`config.mk`:
```
export PLATFORM = sky130hd
export DESIGN_NAME = seven_seg_scan_driver
export DESIGN_NICKNAME = d
export VERILOG_FILES = /design/src/rtl/seven_seg_scan_driver.sv
export SDC_FILE = /design/constraint.sdc
export NUM_CORES = 1
export LEC_CHECK = 0
export ABC_AREA = 1
export CAP_MARGIN = 10
export CORE_ASPECT_RATIO = 0.5
export CORE_MARGIN = 10
export CORE_UTILIZATION = 30
export DETAILED_ROUTE_END_ITERATION = 12
export HOLD_SLACK_MARGIN = 0.08
export PLACE_DENSITY = 0.56
export SYNTH_ARGS = -nofsm -noshare
export SYNTH_HDL_FRONTEND = slang
export SYNTH_SLANG_ARGS = --single-unit
export TNS_END_PERCENT = 1
```
`constraint.sdc`:
```
create_clock -name i_clk -period 2.5 [get_ports i_clk]
set_input_delay 0.5 -clock i_clk [delete_from_list [all_inputs] [get_ports i_clk]]
set_output_delay 0.5 -clock i_clk [all_outputs]
set_load 0.01 [all_outputs]
```
`src/rtl/seven_seg_scan_driver.sv`:
```
// Two-digit multiplexed seven-segment driver with blanking gaps between digits.
// Optional build macro: SEG_LEADING_ZERO_BLANK_EN blanks a zero high digit.
module seven_seg_scan_driver #(
    parameter int SCAN_DIV     = 50000,
    parameter int BLANK_CYCLES = 16
) (
    input  logic       i_clk,
    input  logic       i_rst_n,
    input  logic [7:0] i_value,
    input  logic       i_load,
    input  logic       i_en,
    output logic [6:0] o_digitalTube,
    output logic       o_sel,
    output logic       o_frame_tick
);

    localparam int MAXN = (SCAN_DIV > BLANK_CYCLES) ? SCAN_DIV : BLANK_CYCLES;
    localparam int CW   = (MAXN > 1) ? $clog2(MAXN) : 1;

    localparam logic [CW-1:0] SCAN_LAST  = CW'(SCAN_DIV - 1);
    localparam logic [CW-1:0] BLANK_LAST = CW'(BLANK_CYCLES - 1);

    typedef enum logic [1:0] {
        S_BLK1 = 2'd0,
        S_LO   = 2'd1,
        S_BLK0 = 2'd2,
        S_HI   = 2'd3
    } state_t;

    state_t        state_q, state_d;
    logic [CW-1:0] cnt_q, cnt_d;
    logic [7:0]    disp_q, disp_d;
    logic [6:0]    seg_q, seg_d;
    logic          sel_q, sel_d;
    logic          tick_q, tick_d;
    logic [CW-1:0] last;
    logic [3:0]    nib_d;

    function automatic logic [6:0] hex_font(input logic [3:0] n);
        logic [6:0] f;
        unique case (n)
            4'h0: f = 7'h40;
            4'h1: f = 7'h79;
            4'h2: f = 7'h24;
            4'h3: f = 7'h30;
            4'h4: f = 7'h19;
            4'h5: f = 7'h12;
            4'h6: f = 7'h02;
            4'h7: f = 7'h78;
            4'h8: f = 7'h00;
            4'h9: f = 7'h10;
            4'hA: f = 7'h08;
            4'hB: f = 7'h03;
            4'hC: f = 7'h46;
            4'hD: f = 7'h21;
            4'hE: f = 7'h06;
            4'hF: f = 7'h0E;
            default: f = 7'h7F;
        endcase
        return f;
    endfunction

    always_comb begin
        state_d = state_q;
        cnt_d   = cnt_q + CW'(1);
        last    = BLANK_LAST;
        if (state_q == S_LO || state_q == S_HI) begin
            last = SCAN_LAST;
        end
        if (cnt_q == last) begin
            cnt_d = '0;
            unique case (state_q)
                S_BLK1:  state_d = S_LO;
                S_LO:    state_d = S_BLK0;
                S_BLK0:  state_d = S_HI;
                S_HI:    state_d = S_BLK1;
                default: state_d = S_BLK1;
            endcase
        end

        disp_d = i_load ? i_value : disp_q;
        nib_d  = (state_d == S_HI) ? disp_d[7:4] : disp_d[3:0];

        // Outputs derive from next-state values so they align with the state register.
        seg_d = 7'h7F;
        if (i_en && (state_d == S_LO || state_d == S_HI)) begin
            seg_d = hex_font(nib_d);
`ifdef SEG_LEADING_ZERO_BLANK_EN
            if (state_d == S_HI && nib_d == 4'h0) begin
                seg_d = 7'h7F;
            end
`endif
        end
        sel_d  = (state_d == S_BLK0 || state_d == S_HI);
        tick_d = (state_d == S_LO) && (state_q != S_LO);
    end

    always_ff @(posedge i_clk) begin
        if (!i_rst_n) begin
            state_q <= S_BLK1;
            cnt_q   <= '0;
            disp_q  <= 8'h00;
            seg_q   <= 7'h7F;
            sel_q   <= 1'b0;
            tick_q  <= 1'b0;
        end else begin
            state_q <= state_d;
            cnt_q   <= cnt_d;
            disp_q  <= disp_d;
            seg_q   <= seg_d;
            sel_q   <= sel_d;
            tick_q  <= tick_d;
        end
    end

    assign o_digitalTube = seg_q;
    assign o_sel         = sel_q;
    assign o_frame_tick  = tick_q;

endmodule
```
==> run_results.csv <==
group,metric,value,unit
run_status,status,"complete, no violations",
placement,placement.cell_area,2100,um2
power_and_ir_drop,power_leakage,0.973,nW
layout,post-route-util,0.410,
setup_path,critical_path_peak_fanout,7,
setup_path,critical_path.n_buffers_inverters,3,
timing,hold_violations,0,
run,max_cap_violations,0,
die,starting_density_of_the_core,0.319,
layout,final_common_cell,"sky130_fd_sc_hd__nand2_1",
die,num_rows,19,
clock_tree,clock_buffers_created_by_tritoncts,5,
synthesis,synth_instances,229,
synthesis,synth_sequential_area_ratio,0.389,
routing,wl_per_cell,10.8,um
global_routing,antenna_found_initial,0,
global_routing,gr-usage-all-layers,0.0828,
synthesis,ys_ff_latch,35,
layout,drive_gt1_frac,0.165,
power_and_ir_drop,internal_power,1.05,mW
synthesis,synth.yosys.warnings,0,
layout,final_instance_area,2310,um2
layout,seqCellArea,702,um2
synthesis,syn-mean-instance-area,7.86,um2
synthesis,postSynthNetCount,251,
power_and_ir_drop,clockPowerShare,0.480,
placement,dp_hpwl,2800,um
clock_tree,clock_tree.htree_level_count,2,
placement,place_inst,323,
setup_path,slowest_delay,0.33,ns
power_and_ir_drop,p_switching,0.286,mW
timing,final-max-slew-violation-count,0,
setup_path,cp_top_family,"simple AND/OR/NAND/NOR gates",
global_routing,number_of_global_route_vias_before_repair,1478,
timing,finalClockSkew,0.00323,ns
setup_path,cp.arrival,2.41,ns
power_and_ir_drop,ir_drop,0.275,mV
synthesis,synth_top_cell_by_area,"sky130_fd_sc_hd__dfxtp_1",
setup_path,criticalPathCategory,"flop to flop",
die,floorplan.die.height,74.8,um
placement,io_buffer_count,20,
setup_path,crit_path_max_delay_cell_type,"sky130_fd_sc_hd__dfxtp_2",
timing,tightest_slew,0.523,ns
timing,period_minus_slack,2.25,ns
layout,finalNetCount,281,
synthesis,share_of_yosys_cell_area_claimed_by_the_top_area_cell_type,0.389,
setup_path,timing.critical_path.cells,"ha_2 -> nand2_1 -> inv_2 -> nand2_2 -> nor2_4 -> nand3_4 -> nand2_4 -> nand2_4 -> nand2_4 -> nand2_1 -> nand2_2 -> inv_1 -> ha_2 -> inv_1 -> nand3_1 -> nand3_1 -> nand3_1",
clock_tree,cts_tree,"yes",
clock_tree,insertion_delay,0.28,ns
clock_tree,cts-hold-fix-buffers,0,
setup_path,cp.required,2.66,ns
routing,routed_wl,3600,um
routing,remaining_drc_errors,0,
synthesis,netlist-cell-type-count,33,
routing,vias_per_cell,4.54,
synthesis,synthTopCellsByArea,"sky130_fd_sc_hd__dfxtp_1 39%, sky130_fd_sc_hd__nand2_1 8.3%, sky130_fd_sc_hd__ha_1 7.0%, sky130_fd_sc_hd__nor2_1 6.9%, sky130_fd_sc_hd__nand3_1 6.4%",
timing,number_of_setup_violations_in_the_final_report,0,
synthesis,cell_area_after_synthesis,1800,um2
power_and_ir_drop,power_density,576,nW/um2
global_routing,globalRoute.totalOverflow,0,
power_and_ir_drop,swShare,0.215,
layout,final_cell_mix,"38 x sky130_fd_sc_hd__nand2_1, 34 x sky130_fd_sc_hd__dfxtp_1, 33 x sky130_fd_sc_hd__nor2_1, 23 x sky130_fd_sc_hd__inv_1, 22 x sky130_fd_sc_hd__nand3_1",
layout,area_delta_synth_final,28.4,%
timing,max-slew-margin-rel,0.650,
layout,antenna_cells_inserted,0,
timing,period_share,0.899,
die,ioPinCount,21,
routing,drt_first_iter_violations,53,
layout,fill_cells,569,
die,placeable_core_region,5630,um2
global_routing,maximum_number_of_pins_on_one_net_before_global_route_repair,17,
layout,stdcell_count,333,
die,die_x,130,um
global_routing,grt_pass1_wl,6520,um
routing,number_of_routed_nets_with_antenna_violations,0,
clock_tree,numClockSinks,35,
routing,dr_total_vias,1513,
power_and_ir_drop,sequential_fraction_of_design_power,0.432,
clock_tree,clock_path_buffers,2,
setup_path,ff2ff_setup_slack,0.25,ns
layout,multi_input_comb_area,1020,um2
die,die-area,9680,um2
clock_tree,worst_setup_hold_path_clk_slew,0.05,ns
setup_path,critical_path.startpoint_type,"flop",
hold_path,min_path_type,"flop to flop",
clock_tree,clock-root-buffer,"sky130_fd_sc_hd__clkbuf_16",
timing,fmax,0.445,GHz
power_and_ir_drop,p_comb_frac,0.088,
setup_path,critical_path.endpoint_type,"flop",
placement,gp_congestion,0.875,
routing,dr.pass1.iters,4,
timing,finalHoldWorstSlack,0.413,ns
power_and_ir_drop,totalPowerFinal,1.33,mW
==> path summary, 6_finish.rpt <==
kind	cells past startpoint	endpoint	from
hold reg to reg	1	cnt_q[0]	cnt_q[0]
setup reg to reg	17	o_digitalTube[3]	cnt_q[0]
setup / recovery	17	o_digitalTube[3]	cnt_q[0]
hold / removal	1	cnt_q[0]	cnt_q[0]
==> sequential cells by signal, indices dropped and copies added (netlist names) <==
register	count
disp_q	8
o_sel	1
o_frame_tick	1
o_digitalTube	7
cnt_q	16
state_q	2
==> power groups by stage <==
stage,Clock [mW],Sequential [mW],Combinational [mW]
2_1_floorplan,0,0.585,0.0764
3_3_place_gp,0,0.586,0.115
3_5_place_dp,0,0.586,0.116
4_1_cts,0.658,0.574,0.116
5_1_grt,0.679,0.576,0.138
6_report,0.639,0.575,0.117
==> layout make-up <==
| class | instances | share of cell area |
|---|---|---|
| clock buffer | 8 | 0.0677 |
| inverter | 27 | 0.0439 |
| multi-input combinational | 165 | 0.442 |
| sequential | 35 | 0.304 |
| tap | 73 | 0.0395 |
| timing repair buffer | 25 | 0.103 |
==> timing repair <==
item | CTS | global route
setup endpoints to repair | 0 | 3
hold endpoints to repair | 0 | 0
buffers inserted | 0 | 2
gates resized for setup | 0 | 9
==> logic make-up after synthesis <==
family	Yosys count	synth area share
muxes	5	0.0278
adders and majority gates	10	0.0695
xor gates and xnor gates	5	0.0243
and+or+nand+nor	129	0.376
AOI/OAI and AO/OA	16	0.0515
DFF	35	0.389
buffers and inverters	29	0.0612
==> metal layers <==
| layer | GRT usage | wire length (um) | share of wire | vias up |
|---|---|---|---|---|
| met5 | 0 | 0 | 0 | - |
| met4 | 0.0545 | 91 | 0.025 | 0 |
| met3 | 0.0238 | 129 | 0.036 | 7 |
| met2 | 0.144 | 1780 | 0.49 | 17 |
| met1 | 0.0894 | 1600 | 0.44 | 691 |
| li1 | - | - | - | 798 |
==> synthesized netlist by cell type (all sizes together) <==
| cell | instances |
|---|---|
| nand4 | 5 |
| nand3 | 26 |
| inv | 26 |
| buf | 1 |
| nor3 | 4 |
| and2 | 1 |
| o21bai | 1 |
| a31oi | 2 |
| clkinv | 1 |
| dfxtp | 35 |
| nor3b | 4 |
| mux2i | 5 |
| o21a | 2 |
| nor4 | 1 |
| nor2 | 35 |
| a211oi | 1 |
| o21ai | 5 |
| clkbuf | 1 |
| a21oi | 5 |
| ha | 10 |
| xor2 | 5 |
| or2 | 1 |
| nand2 | 52 |
==> per-stage QoR <==
step | setup TNS (ns) | worst slack, ns
after floorplan | 0 | 0.370
after global placement | 0 | 0.130
after detailed placement | 0 | 0.111
after CTS | 0 | 0.166
after global routing | -0.0126 | -0.0126
final | 0 | 0.253
No activity file was read; power rests on OpenSTA's default activity.
